**src/rtl/line_xfer_engine.sv**
```systemverilog
// Cache line transfer engine: optional 8-byte victim write-back, then an
// 8-byte line fill assembled into fill_data. Ports:
//   clk, rst (async, active-high)
//   req_valid/req_ready, req_evict, evict_addr, evict_data, fill_addr
//   mem_addr, mem_wdata, mem_we (byte writes), mem_rdata (comb read data)
//   fill_valid (one-cycle pulse), fill_data (assembled line)
// Build option: define LINE_XFER_CWF_EN for critical-word-first fill order.
module line_xfer_engine #(
  parameter int LINE_BYTES = 8,
  parameter int ADDR_W     = 32
) (
  input  logic              clk,
  input  logic              rst,
  input  logic              req_valid,
  output logic              req_ready,
  input  logic              req_evict,
  input  logic [ADDR_W-1:0] evict_addr,
  input  logic [63:0]       evict_data,
  input  logic [ADDR_W-1:0] fill_addr,
  output logic [ADDR_W-1:0] mem_addr,
  output logic [7:0]        mem_wdata,
  output logic              mem_we,
  input  logic [7:0]        mem_rdata,
  output logic              fill_valid,
  output logic [63:0]       fill_data
);

  localparam int LAST = LINE_BYTES - 1;
  localparam logic [2:0] BEAT_LAST = LAST[2:0];

  typedef enum logic [1:0] {
    IDLE = 2'd0,
    WB   = 2'd1,
    FILL = 2'd2,
    DONE = 2'd3
  } state_t;

  state_t state;
  state_t state_nxt;

  logic [2:0] beat;
  logic       last_beat;
  logic       accept;

  // Latched request; the low address bits of the victim are don't-care.
  logic [ADDR_W-4:0] ev_line;
  logic [63:0]       ev_data;
  logic [ADDR_W-4:0] fl_line;
  logic              ev_flag;

  // Byte of the line read on the current FILL beat.
  logic [2:0] fill_byte;

  // Evict address offset has no meaning; the fill offset only matters
  // for critical-word-first ordering.
  logic unused_bits;

`ifdef LINE_XFER_CWF_EN
  logic [2:0] crit_off;
  assign unused_bits = ^evict_addr[2:0];
`else
  assign unused_bits = ^{evict_addr[2:0], fill_addr[2:0]};
`endif

  assign accept    = req_valid && req_ready;
  assign last_beat = (beat == BEAT_LAST);

  // State register
  always_ff @(posedge clk or posedge rst) begin
    if (rst) begin
      state <= IDLE;
    end else begin
      state <= state_nxt;
    end
  end

  // Next-state logic
  always_comb begin
    state_nxt = state;
    unique case (state)
      IDLE: begin
        if (req_valid) begin
          state_nxt = req_evict ? WB : FILL;
        end
      end
      WB: begin
        if (last_beat) begin
          state_nxt = FILL;
        end
      end
      FILL: begin
        if (last_beat) begin
          state_nxt = DONE;
        end
      end
      DONE: begin
        state_nxt = IDLE;
      end
      default: begin
        state_nxt = IDLE;
      end
    endcase
  end

  // Beat counter: restarts on accept and again between WB and FILL.
  always_ff @(posedge clk or posedge rst) begin
    if (rst) begin
      beat <= 3'd0;
    end else if (accept) begin
      beat <= 3'd0;
    end else if (state == WB || state == FILL) begin
      beat <= last_beat ? 3'd0 : beat + 3'd1;
    end
  end

  // Request capture
  always_ff @(posedge clk or posedge rst) begin
    if (rst) begin
      ev_line <= '0;
      ev_data <= '0;
      fl_line <= '0;
      ev_flag <= 1'b0;
    end else if (accept) begin
      ev_line <= evict_addr[ADDR_W-1:3];
      ev_data <= evict_data;
      fl_line <= fill_addr[ADDR_W-1:3];
      ev_flag <= req_evict;
    end
  end

`ifdef LINE_XFER_CWF_EN
  always_ff @(posedge clk or posedge rst) begin
    if (rst) begin
      crit_off <= 3'd0;
    end else if (accept) begin
      crit_off <= fill_addr[2:0];
    end
  end

  // 3-bit add wraps byte 7 back to byte 0.
  assign fill_byte = crit_off + beat;
`else
  assign fill_byte = beat;
`endif

  // Fill assembly: each read byte lands at its own line position,
  // so the layout does not depend on the read order.
  always_ff @(posedge clk or posedge rst) begin
    if (rst) begin
      fill_data <= '0;
    end else if (state == FILL) begin
      fill_data[{fill_byte, 3'b000} +: 8] <= mem_rdata;
    end
  end

  // Output logic; all memory signals are driven from state so that an
  // asynchronous reset silences the bus at once.
  always_comb begin
    req_ready  = 1'b0;
    mem_addr   = '0;
    mem_wdata  = 8'd0;
    mem_we     = 1'b0;
    fill_valid = 1'b0;
    unique case (state)
      IDLE: begin
        req_ready = 1'b1;
      end
      WB: begin
        mem_addr  = {ev_line, beat};
        mem_wdata = ev_data[{beat, 3'b000} +: 8];
        mem_we    = 1'b1;
      end
      FILL: begin
        mem_addr = {fl_line, fill_byte};
      end
      DONE: begin
        fill_valid = 1'b1;
      end
      default: begin
        req_ready = 1'b0;
      end
    endcase
  end

  // ev_flag is kept for the record of the accepted request; the
  // IDLE branch already chose WB or FILL from the live input.
  logic unused_flag;
  assign unused_flag = ev_flag ^ unused_bits;

endmodule

```
**config.mk**
```make
export PLATFORM = sky130hd
export DESIGN_NAME = line_xfer_engine
export DESIGN_NICKNAME = d
export VERILOG_FILES = /design/src/rtl/line_xfer_engine.sv
export SDC_FILE = /design/constraint.sdc
export NUM_CORES = 1
export LEC_CHECK = 0
export CORE_MARGIN = 2
export CORE_UTILIZATION = 28
export CTS_BUF_LIST = sky130_fd_sc_hd__clkbuf_16
export DETAILED_ROUTE_END_ITERATION = 8
export HOLD_SLACK_MARGIN = 0.08
export SLEW_MARGIN = 0
export SYNTH_ARGS = -nofsm -noshare
export SYNTH_HDL_FRONTEND = slang
export SYNTH_SLANG_ARGS = --single-unit
```
**constraint.sdc**
```tcl
create_clock -name clk -period 7.3 [get_ports clk]
set_input_delay 0.73 -clock clk [delete_from_list [all_inputs] [get_ports clk]]
set_output_delay 0.73 -clock clk [all_outputs]
set_load 0.005 [all_outputs]
```
==> run summary <==
========================================================================================================
Outcome ................................................................................... finished clean
Max-slew violation count ..................................................................            0
Fraction of final layout cells sized beyond drive strength 1 ..............................       30.40%
Average wire per standard cell ............................................................     18.07 µm
Tmin final ................................................................................     3.515 ns
Dominant synthesized flop cell ............................................................ sky130_fd_sc_hd__dfrtp_1
Min-Delay Path Class ...................................................................... flop to flop
Via count .................................................................................        5,670
Pre-CTS setup slack .......................................................................     3.977 ns
Master cell of the clock root buffer ...................................................... sky130_fd_sc_hd__clkbuf_16
Sequential fraction of the synthesis area .................................................       56.14%
Maxcap violations .........................................................................            0
Simple-gate area share of the yosys netlist ...............................................       6.040%
Worst slew margin relative to its limit ...................................................       28.20%
Post-route total power ....................................................................     4.805 mW
Post-synth net total ......................................................................          752
First-pass DRT Iterations .................................................................            4
Distinct cells, synth .....................................................................           33
Start point of the worst hold path ........................................................  ev_data[52]
Most common library cells after synthesis ................................................. 201 x sky130_fd_sc_hd__mux2_2, 191 x sky130_fd_sc_hd__dfrtp_1, 40 x sky130_fd_sc_hd__nor2_1, 29 x sky130_fd_sc_hd__a22oi_1, 25 x sky130_fd_sc_hd__and2_1
Achievable frequency ......................................................................    284.5 MHz
Post-CTS repair timing setup buffer count .................................................            0
Timing startpoint of the critical path ....................................................     state[1]
Yosys warning count .......................................................................            0
Static Leakage ............................................................................     4.980 nW
CTS tree ..................................................................................          yes
Top-count cell post-synth ................................................................. sky130_fd_sc_hd__mux2_2
Effective utilization at floorplan ........................................................       28.58%
Total die area ............................................................................   31,820 µm²
Final nets ................................................................................          983
Antenna violations before repair ..........................................................            1
Total power divided by cell area .......................................................... 404.8 nW/µm²
Maximum fanout count along the critical path ..............................................           39
Fraction of the mapped netlist area in compound gates .....................................       4.115%
RSZ-0062 raised after global routing ......................................................        false
Total routed wirelength ...................................................................     22.28 mm
Worst r2r src .............................................................................      beat[1]
Post-CTS clock slew at the launch and capture registers of the worst setup and hold paths .      0.07 ns
Parity-gate share of the synthesized area counting xor and xnor cells .....................           0%
Worst endpoint required time ..............................................................      6.57 ns
Die span in y .............................................................................     178.4 µm
DRC violation count after routing .........................................................            0
Synth Instances ...........................................................................          599
Final antenna-violating net count .........................................................            0
Peak ir drop on the vdd network ...........................................................  0.0001474 V
CTS Buffer Depth ..........................................................................            2
Leading cell types by total area after synthesis .......................................... sky130_fd_sc_hd__dfrtp_1 56%, sky130_fd_sc_hd__mux2_2 27%, sky130_fd_sc_hd__a22oi_1 2.6%, sky130_fd_sc_hd__mux4_2 2.1%, sky130_fd_sc_hd__ha_1 1.9%
Resized cells post-CTS ....................................................................            0
Count of hold-fix buffers inserted at cts .................................................            0
Via count of the first global-routing pass ................................................        5,851
Global-route usage over all layers ........................................................       14.17%
Layout-stage area growth over the synthesis result ........................................       39.41%
Pin count of the biggest net entering global routing ......................................          121
Half-perimeter wire length after placement ................................................     15.21 mm
Leftover overflow at the end of global routing ............................................            0
Transition time at the pin with the least slew margin .....................................     1.075 ns
Total CTS buffers .........................................................................           17
Standard-cell row count ...................................................................           63
Fraction of registers with async set/reset ................................................       100.0%
Post-DR vias/cell .........................................................................        4.599
Proportion of synthesized area in mux cells ...............................................       29.30%
Netlist area before placement .............................................................     8514 µm²
Sort of element at the start of the critical path .........................................         flop
Fraction of post-synthesis cell area in the top cell type by area .........................       56.14%
Fillers ...................................................................................        2,885
Number of endpoints with negative hold slack in the final report ..........................            0
Main combinational cell family by area after synthesis .................................... multiplexers
Number of DRC markers in iteration 0 ......................................................          336
Multi-input logic area ....................................................................     3532 µm²
Mean instance size in the synthesized netlist .............................................    14.21 µm²
Sum Neg Setup Slack .......................................................................         0 ns
Sink Count ................................................................................          191
Post-synthesis cell type with the largest combined area ................................... sky130_fd_sc_hd__dfrtp_1
Wire length of the first global-routing pass ..............................................     34.33 mm
Core area .................................................................................   29,800 µm²
Arrival time worst endpoint ...............................................................      2.78 ns
Setup CP Type ............................................................................. flop to output port
Setup slack after layout ..................................................................     3.785 ns
Capturing element type of the critical path ...............................................  output port
Chip width ................................................................................     178.4 µm
Fin Clk Skew ..............................................................................   0.01378 ns
Final estimated routing congestion in global placement ....................................       0.7368
Final-report setup violation count ........................................................            0
Ports placed on the boundary ..............................................................          247
Buffers added on ports ....................................................................          240
Later-pin clock latency in the skew report ................................................      0.43 ns
EDFF count, synth .........................................................................            0
Share of the clock period used by the worst path after layout .............................       48.15%
Register bit count reported by yosys ......................................................          191
Adder-cell share of the synthesized area ..................................................       1.910%
H-tree depth ..............................................................................            4
Storage element area ......................................................................     4781 µm²
========================================================================================================
area by class of cell:
class | count | area share (%)
antenna | 1 | 0.02108
clock buffer | 17 | 3.584
clock inverter | 14 | 1.381
inverter | 8 | 0.3162
multi-input combinational | 367 | 29.76
sequential | 191 | 40.28
tap | 390 | 4.111
timing repair buffer | 245 | 20.55
per-layer routing:
metal / track usage [%] / vias to the layer above / share of wire, %
li1: - / 2606 / -
met1: 18.84 / 2886 / 45
met2: 22.39 / 161 / 47
met3: 4.689 / 15 / 7.7
met4: 3.252 / 2 / 0.84
met5: 0 / - / 0.067
registers in the layout (all words and copies together) (netlist names):
name,cells
state,2
ev_data,64
fl_line,29
beat,3
fill_data,64
ev_line,29
where the power goes:
part	switching, mW	internal [mW]	leakage (nW)
Combinational	0.872	1.20	2.34
Clock	0.429	0.539	0.284
Sequential	0.240	1.53	2.35
Total	1.54	3.26	4.98
worst max-delay path: stages, from the launching register on:
cell	delay [ns]
sky130_fd_sc_hd__dfrtp_1	0.40
sky130_fd_sc_hd__inv_1	0.13
sky130_fd_sc_hd__ha_2	0.80
sky130_fd_sc_hd__nor2_1	0.21
sky130_fd_sc_hd__nor3_1	0.24
sky130_fd_sc_hd__clkdlybuf4s50_1	0.59
worst paths after layout:
path	endpoint	slack, ns	cells after the start
setup / recovery	mem_addr[1]	3.79	5
hold / removal	ev_data[52]	0.50	1
setup reg to reg	fill_data[5]	4.20	6
hold reg to reg	ev_data[52]	0.50	1
max in group asynchronous	fill_data[40]	4.87	3
min in group asynchronous	fl_line[27]	0.82	2
cells by family (layout without fill, tap and decap cells):
| logic type | after synthesis | count (layout) |
|---|---|---|
| mux | 214 | 214 |
| flops | 191 | 191 |
| simple gates | 88 | 88 |
| compound gates | 52 | 52 |
| buf+inv | 41 | 284 |
| fa+ha+maj | 13 | 13 |
| other cells | 0 | 1 |
per-stage QoR:
step	util (%)	hold WS, ns	std cells	area (µm²)
floorplan	-	0.4737	599	8514
global placement	37.85	0.4803	1201	11280
detailed placement	37.85	0.4872	1201	11280
CTS	39.83	0.5039	1232	11870
global route	39.83	0.5162	1232	11870
finish	39.84	0.5004	1233	11870
placed cells by master (no fill, tap or decap), drive strengths merged, types with 4 or more instances in the layout:
cell,synthesis,layout
clkdlybuf4s50,0,240
mux2,202,202
dfrtp,191,191
nor2,40,40
a22oi,29,29
and2,25,25
clkbuf,9,17
ha,13,13
inv,8,13
o22ai,10,10
o21ai,9,9
mux4,8,8
nand2,6,6
buf,24,5
nand3,4,4
mux2i,4,4
clkinv,0,4
No activity file was read; power rests on OpenSTA's default activity.
